$ cat src/rtl/alu_op_sequencer.sv
// alu_op_sequencer: buffers ALU commands, issues one per cycle, tracks latency and returns results in order
module alu_op_sequencer #(
  parameter int WIDTH     = 4,
  parameter int TAG_W     = 4,
  parameter int CMD_DEPTH = 4,
  parameter int RES_DEPTH = 4
) (
  input  logic               clk,
  input  logic               arst,
  input  logic               cmd_valid,
  output logic               cmd_ready,
  input  logic [WIDTH-1:0]   cmd_a,
  input  logic [WIDTH-1:0]   cmd_b,
  input  logic [2:0]         cmd_sel,
  input  logic [TAG_W-1:0]   cmd_tag,
  output logic [WIDTH-1:0]   alu_a,
  output logic [WIDTH-1:0]   alu_b,
  output logic [2:0]         alu_select,
  output logic               alu_enable,
  input  logic [2*WIDTH-1:0] alu_out,
  input  logic               alu_carry,
  input  logic               alu_greater,
  input  logic               alu_equal,
  input  logic               alu_less,
  output logic               res_valid,
  input  logic               res_ready,
  output logic [2*WIDTH-1:0] res_data,
  output logic               res_carry,
  output logic [2:0]         res_flags,
  output logic               res_div0,
  output logic [TAG_W-1:0]   res_tag
);
  localparam int CPW = $clog2(CMD_DEPTH);
  localparam int RPW = $clog2(RES_DEPTH);
  typedef struct packed {
    logic [WIDTH-1:0] a;
    logic [WIDTH-1:0] b;
    logic [2:0]       sel;
    logic [TAG_W-1:0] tag;
  } cmd_t;
  typedef struct packed {
    logic [2*WIDTH-1:0] data;
    logic               carry;
    logic [2:0]         flags;
    logic               div0;
    logic [TAG_W-1:0]   tag;
  } res_t;
  cmd_t             cmd_mem_q [CMD_DEPTH];
  logic [CPW-1:0]   cmd_wp_q, cmd_rp_q;
  logic [CPW:0]     cmd_cnt_q, cmd_cnt_d;
  res_t             res_mem_q [RES_DEPTH];
  logic [RPW-1:0]   res_wp_q, res_rp_q;
  logic [RPW:0]     res_cnt_q, res_cnt_d;
  logic             s1_v_q, s1_div0_q, s2_v_q, s2_div0_q;
  logic [TAG_W-1:0] s1_tag_q, s2_tag_q;
  logic [2:0]       s2_flags_q;
  logic [RPW+1:0]   occ;
  logic             push, issue, res_pop;
  cmd_t             head;
  assign cmd_ready = cmd_cnt_q < (CPW+1)'(CMD_DEPTH);
  assign res_valid = res_cnt_q != '0;
  assign push      = cmd_valid && cmd_ready;
  assign res_pop   = res_valid && res_ready;
  assign head      = cmd_mem_q[cmd_rp_q];
  // Credit check: queued results plus everything in the ALU pipe must fit once this cycle's pop is taken.
  assign occ       = (RPW+2)'(res_cnt_q) + (RPW+2)'(s1_v_q) + (RPW+2)'(s2_v_q);
  assign issue     = cmd_cnt_q != '0 && occ < (RPW+2)'(RES_DEPTH) + (RPW+2)'(res_pop);
  assign cmd_cnt_d = cmd_cnt_q + (CPW+1)'(push) - (CPW+1)'(issue);
  assign res_cnt_d = res_cnt_q + (RPW+1)'(s2_v_q) - (RPW+1)'(res_pop);
  assign {res_data, res_carry, res_flags, res_div0, res_tag} = res_mem_q[res_rp_q];
  always_ff @(posedge clk) begin
    if (push) cmd_mem_q[cmd_wp_q] <= {cmd_a, cmd_b, cmd_sel, cmd_tag};
  end
  always_ff @(posedge clk or negedge arst) begin
    if (!arst) begin
      cmd_wp_q   <= '0;
      cmd_rp_q   <= '0;
      cmd_cnt_q  <= '0;
      res_wp_q   <= '0;
      res_rp_q   <= '0;
      res_cnt_q  <= '0;
      alu_a      <= '0;
      alu_b      <= '0;
      alu_select <= '0;
      alu_enable <= 1'b0;
      s1_v_q     <= 1'b0;
      s1_div0_q  <= 1'b0;
      s1_tag_q   <= '0;
      s2_v_q     <= 1'b0;
      s2_div0_q  <= 1'b0;
      s2_tag_q   <= '0;
      s2_flags_q <= '0;
      for (int i = 0; i < RES_DEPTH; i++) res_mem_q[i] <= '0;
    end else begin
      cmd_wp_q   <= cmd_wp_q + CPW'(push);
      cmd_rp_q   <= cmd_rp_q + CPW'(issue);
      cmd_cnt_q  <= cmd_cnt_d;
      alu_enable <= issue;
      s1_v_q     <= issue;
      if (issue) begin
        alu_a      <= head.a;
        alu_b      <= head.b;
        alu_select <= head.sel;
        s1_tag_q   <= head.tag;
        s1_div0_q  <= head.sel == 3'b111 && head.b == '0;
      end
      // Comparator flags are combinational on the issued operands, so they are caught one edge after issue.
      s2_v_q     <= s1_v_q;
      s2_tag_q   <= s1_tag_q;
      s2_div0_q  <= s1_div0_q;
      s2_flags_q <= {alu_greater, alu_equal, alu_less};
      if (s2_v_q) res_mem_q[res_wp_q] <= {alu_out, alu_carry, s2_flags_q, s2_div0_q, s2_tag_q};
      res_wp_q   <= res_wp_q + RPW'(s2_v_q);
      res_rp_q   <= res_rp_q + RPW'(res_pop);
      res_cnt_q  <= res_cnt_d;
    end
  end
endmodule
$ cat config.mk
export PLATFORM = sky130hd
export DESIGN_NAME = alu_op_sequencer
export DESIGN_NICKNAME = d
export VERILOG_FILES = /design/src/rtl/alu_op_sequencer.sv
export SDC_FILE = /design/constraint.sdc
export NUM_CORES = 1
export LEC_CHECK = 0
export ABC_CLOCK_PERIOD_IN_PS = 3800
export CAP_MARGIN = 40
export CORE_MARGIN = 5
export CORE_UTILIZATION = 53
export DETAILED_ROUTE_END_ITERATION = 6
export HOLD_SLACK_MARGIN = 0.15
export PLACE_DENSITY = 0.73
export RECOVER_POWER = 100
export SETUP_SLACK_MARGIN = 0.2
export SLEW_MARGIN = 20
export SYNTH_ARGS = -nofsm -noshare
export SYNTH_HDL_FRONTEND = slang
export SYNTH_SLANG_ARGS = --single-unit
$ cat constraint.sdc
create_clock -name clk -period 3.8 [get_ports clk]
set_input_delay 1.14 -clock clk [delete_from_list [all_inputs] [get_ports clk]]
set_output_delay 1.14 -clock clk [all_outputs]
set_load 0.03 [all_outputs]
-- Yosys cells after proc, flatten, opt, wreduce, memory -nomap -nowiden
Memory sizes are Yosys's and may differ from the RTL's.
Cells that the tools add are included.
- add/subtract/negate cells: 11
- $lt $le $gt $ge: 5
- equal/unequal tests: 1
- muxes and demuxes: 8
- bitwise operators: 2
- reduce and logical (&&, ||, !) cells: 8
- operators by type and width (operator ; count):
    $bwmux 68 ; 1
    $mux 17 ; 3
    $bmux 17 s2 ; 1
    $demux 17 s2 ; 1
    $add 2x1->2 ; 4
    $add 3x1->3 ; 2
    $ge 3x3->1 const B ; 2
    $not 2->3 ; 2
    $reduce_bool 3->1 ; 2
    $sub 3x1->3 ; 2
    $logic_and 1x1->1 ; 5
    $add 3x1->4 ; 1
    $add 3x1->4 const A ; 1
    $add 4x1->4 ; 1
    $logic_not 4->1 ; 1
    $lt 4x4->1 ; 1
    $eq 3x3->1 const B ; 1
    $lt 3x1->1 const B ; 1
    $lt 3x3->1 const B ; 1
    $mux 1 ; 2
- register bits: 108
- memory bits (writable): 60
- input bits: 31
- word-level logic and storage cells: 72
- memories kept: 1
- memory list (name ; depth ; width ; rd ports ; clocked after memory_dff ; write ports ; RTL line ; source):
    cmd_mem_q ; 4 ; 15 ; 1 ; 0 ; 1 ; 48 ; cmd_t cmd_mem_q [CMD_DEPTH];

-- Longest topological paths before layout
- word-level depth: 6
- depth in mapped cells: 17
- mapped depth without buffers: 15

-- Worst setup path before layout
OpenSTA, ideal clock, no wires.
- kind: register -> register
- start: register s1_v_q
- end: register cmd_cnt_q[2]
- arrival time: 3.072 ns
- path slack: 0.604 ns
- cell stages (with the launch flop): 18
- period minus slack after synthesis: 3.196 ns
- cell sequence: dfrtp_1 inv_1 fa_1 inv_1 ha_1 inv_1 a31oi_1 a211o_1 buf_4 buf_6 inv_1 ha_1 inv_1 ha_1 inv_1 fa_1 xnor2_1 xnor2_1
- longest elaborated chain between the ends: 5
- RTL lines (item ; RTL line ; source):
    start: declaration ; 54 ; logic s1_v_q, s1_div0_q, s2_v_q, s2_div0_q;
    start signal: assignment ; 99 ; s1_v_q <= issue;
    $add 3x1->4 ; 66 ; assign occ = (RPW+2)'(res_cnt_q) + (RPW+2)'(s1_v_q) + (RPW+2)'(s2_v_q);
    $add 4x1->4 ; 66 ;
    $lt 4x4->1 ; 67 ; assign issue = cmd_cnt_q != '0 && occ < (RPW+2)'(RES_DEPTH) + (RPW+2)'(res_pop);
    $logic_and 1x1->1 ; 67 ;
    net issue ; 58 ; logic push, issue, res_pop;
    $sub 3x1->3 ; 68 ; assign cmd_cnt_d = cmd_cnt_q + (CPW+1)'(push) - (CPW+1)'(issue);
    net cmd_cnt_d[2] ; 50 ; logic [CPW:0] cmd_cnt_q, cmd_cnt_d;
    end signal: assignment ; 97 ; cmd_cnt_q <= cmd_cnt_d;
    end: declaration ; 50 ;
The timed path passes the listed nets, and every way through them passes these cells.
A chain may end at the register's enable or synchronous reset.

-- Worst setup path after layout
- start: register res_rp_q[1]
- end: output res_flags[2]
- longest elaborated chain between the ends: 4
- RTL lines (item ; RTL line ; source):
    start: declaration ; 52 ; logic [RPW-1:0] res_wp_q, res_rp_q;
    start signal: assignment ; 114 ; res_rp_q <= res_rp_q + RPW'(res_pop);
    $not 2->3 (not written as such) ; 70 ; assign {res_data, res_carry, res_flags, res_div0, res_tag} = res_mem_q[res_rp_q];
    $bmux 17 s2 ; 70 ;
    $mux 17 (not written as such) (2 in a row) ; 70 ;
    end: declaration ; 29 ; output logic [2:0] res_flags,
No other way between the ends. The select of a mux whose other input is x is not followed.

==> impl_metrics.toml <==
[clocking]
cts_buffers = 17
clock_latency_ps = 420
cts.htree.levels = 4
root_buffer = "clkbuf_16"
cts_hold_buf = 0
cts_tree = "yes"
cts_sinks = 168
post_cts_resized = 0
clock_path_buffers = 2
path_clk_slew_ps = 60
post_cts_buffers = 0

[synth]
synth_ff_type = "dfrtp_1"
synth_cell_types = 30
synth_edf_count = 60
yosys_warnings = 0
ys_async_sr_fraction = 0.643
avgSynthCellArea_um2 = 19.3
ys_seq_elements = 168
yosysSeqAreaShare = 0.665
postSynthCellCount = 351
synth_area_mm2 = 0.00677
syn-num-nets = 395

[layout]
final_net_count = 475
area_delta_synth_final_pct = 19.7
layout-drive-gt1-share = 0.288
fill_cells = 899
diodes = 0

[outcome]
violations = "capacitance limit, slew limit"
status = "finished with violations"

[setup_path]
max_stage_delay_ps = 750
required_ps = 2660
crit_type = "reg2out"
slowest_stage = "dfrtp_1"
path_cells = "buf_4 > mux4_2 > dlygate4sd3_1"
critPathLaunchType = "register"
crit_arrival_ps = 2460
end_kind = "primary output"
worst-path-max-fanout = 13
crit_family = "buffers and inverters"
path_buf_inv = 2

[placement]
io_buffers = 61
gp_congestion = 0.730
dp_hpwl_mm = 7.97

[sta]
finalClockSkew_ps = 10.5
timing.setup.tns_ps = 0
slew_viol_final = 40
worst_slew_pin_slew_ps = 1750
fin_crit_ps = 3600
timing.slew.headroom = -0.165
rsz0062_at_grt = "no"
hold_viol_final = 0
finalSetupViolCount = 0
fmax_ghz = 0.278
post-route-period-util = 0.948

[route]
via_per_inst = 5.48
vias = 3374
wire_per_inst_um = 19.0
route.detailed.drc = 0
drtIter0Drc = 142
drtPass1Iterations = 4
ant_nets = 0
drt_wl_total_mm = 11.7

[pwr]
ir_drop_uv = 578
finalPower_mw = 7.72
powerDensity_mw_per_mm2 = 953
cellLeakagePower_nw = 3.25

[grt]
grt_first_pass_wirelength_mm = 19.6
antenna_found_initial = 0
grt_max_degree = 61
grt-ovfl-total = 0
grt_pass1_vias = 3788
grt_usage = 0.175

[floorplan]
num_io_pins = 62
die_w_um = 123
coreArea_mm2 = 0.0126
die_h_um = 123
num_rows = 41
start_util = 0.539
die-area_mm2 = 0.0151

[flow_run]
max-cap-violations = 1

[hold_path]
hp-class = "reg2reg"
-- sequential cells by signal, summed over array words and instances, names as in the netlist, 2 cells and up --
register    flops
alu_a           4
alu_b           4
alu_select      3
cmd_cnt_q       3
cmd_mem_q      60
cmd_rp_q        2
cmd_wp_q        2
res_cnt_q       3
res_mem_q      68
res_rp_q        2
res_wp_q        2
s1_tag_q        4
s2_flags_q      3
s2_tag_q        4
-- per-stage QoR --
| step | util | worst slack (ps) | hold WS (ps) | instance area, um^2 | cells |
|---|---|---|---|---|---|
| floorplan | - | 604 | 349 | 6770 | 351 |
| global placement | 0.604 | 392 | 358 | 7590 | 578 |
| detailed placement | 0.612 | 283 | 362 | 7690 | 584 |
| CTS | 0.657 | 241 | 377 | 8260 | 616 |
| global route | 0.645 | 132 | 388 | 8110 | 616 |
| finish | 0.645 | 197 | 373 | 8110 | 616 |
-- cells in the mapped netlist, drive strengths merged (2+ instances only) --
library cell	number	area [um^2]
buf	13	86.3
clkbuf	2	7.51
dfrtp	108	2700
edfxtp	60	1800
fa	3	60.1
ha	10	125
inv	14	52.6
mux2	84	980
mux4	32	769
nand2	2	7.51
nand3b	2	15.0
nor3	3	26.3
xnor2	3	26.3
xor2	5	43.8
-- cells in the final DEF, fill, tap and decap left out, types with 3 or more instances in the layout --
master / synthesis / routed
dfrtp_1: 108 / 108
mux2_2: 74 / 74
edfxtp_1: 60 / 60
dlygate4sd3_1: 0 / 54
mux4_2: 19 / 19
clkbuf_16: 0 / 17
inv_1: 14 / 14
mux4_1: 13 / 13
clkbuf_1: 2 / 13
ha_1: 10 / 10
mux2_1: 1 / 9
clkdlybuf4s50_1: 0 / 6
xor2_1: 5 / 5
nor3_1: 2 / 3
xnor2_1: 3 / 3
fa_1: 3 / 3
clkinv_4: 0 / 3
clkinvlp_4: 0 / 3
buf_4: 1 / 3
-- metal layers --
| metal | up-vias | part of all wire | global-route usage |
|---|---|---|---|
| li1 | 1504 | - | - |
| met1 | 1793 | 0.41 | 0.207 |
| met2 | 65 | 0.54 | 0.306 |
| met3 | 12 | 0.042 | 0.0581 |
| met4 | 0 | 0.011 | 0.0519 |
| met5 | - | 0 | 0 |
-- power breakdown --
part / switching [mW] / leakage, nW / internal, mW / total [mW]
Combinational: 1.51 / 1.16 / 1.60 / 3.11
Clock: 0.671 / 0.267 / 0.938 / 1.61
Sequential: 0.438 / 1.83 / 2.57 / 3.01
-- path summary, 6_finish.rpt --
kind,startpoint,end,slack (ps),depth (start not counted)
max in group asynchronous,arst,res_mem_q[52],970,2
worst max register to register,s2_v_q,cmd_cnt_q[2],890,15
worst min register to register,s1_div0_q,s2_div0_q,370,0
worst max-delay path,res_rp_q[1],res_flags[2],200,3
min in group asynchronous,arst,res_mem_q[50],690,1
worst min-delay path,s1_div0_q,s2_div0_q,370,0
-- worst reg2reg max path: stages, from the launching register on --
cell and delay (ps):
dfrtp_1 410, inv_1 110, fa_1 360, inv_1 80, ha_1 220, inv_1 50, a31oi_1 70, a211o_1 240
inv_1 100, ha_1 250, inv_1 60, ha_1 130, inv_1 50, fa_1 370, xnor2_1 170, xnor2_1 150
-- layout make-up --
class	instances	area, um^2	share of cell area
tap	172	215	0.0265
inverter	14	52.6	0.00648
clock buffer	22	464	0.0573
clock inverter	10	97.6	0.0120
timing repair buffer	76	693	0.0855
sequential	168	4500	0.556
multi-input combinational	154	2080	0.257
-- cell families after synthesis --
family / Yosys count / share of synthesized area
adder cells (fa/ha/maj): 13 / 0.0273
buffers and inverters: 29 / 0.0216
multiplexers: 116 / 0.258
XOR/XNOR: 8 / 0.0103
AND/OR/NAND/NOR: 14 / 0.0137
flip-flops: 168 / 0.665
AO/OA/AOI/OAI: 3 / 0.00351
(Power assumes the default switching activity.)
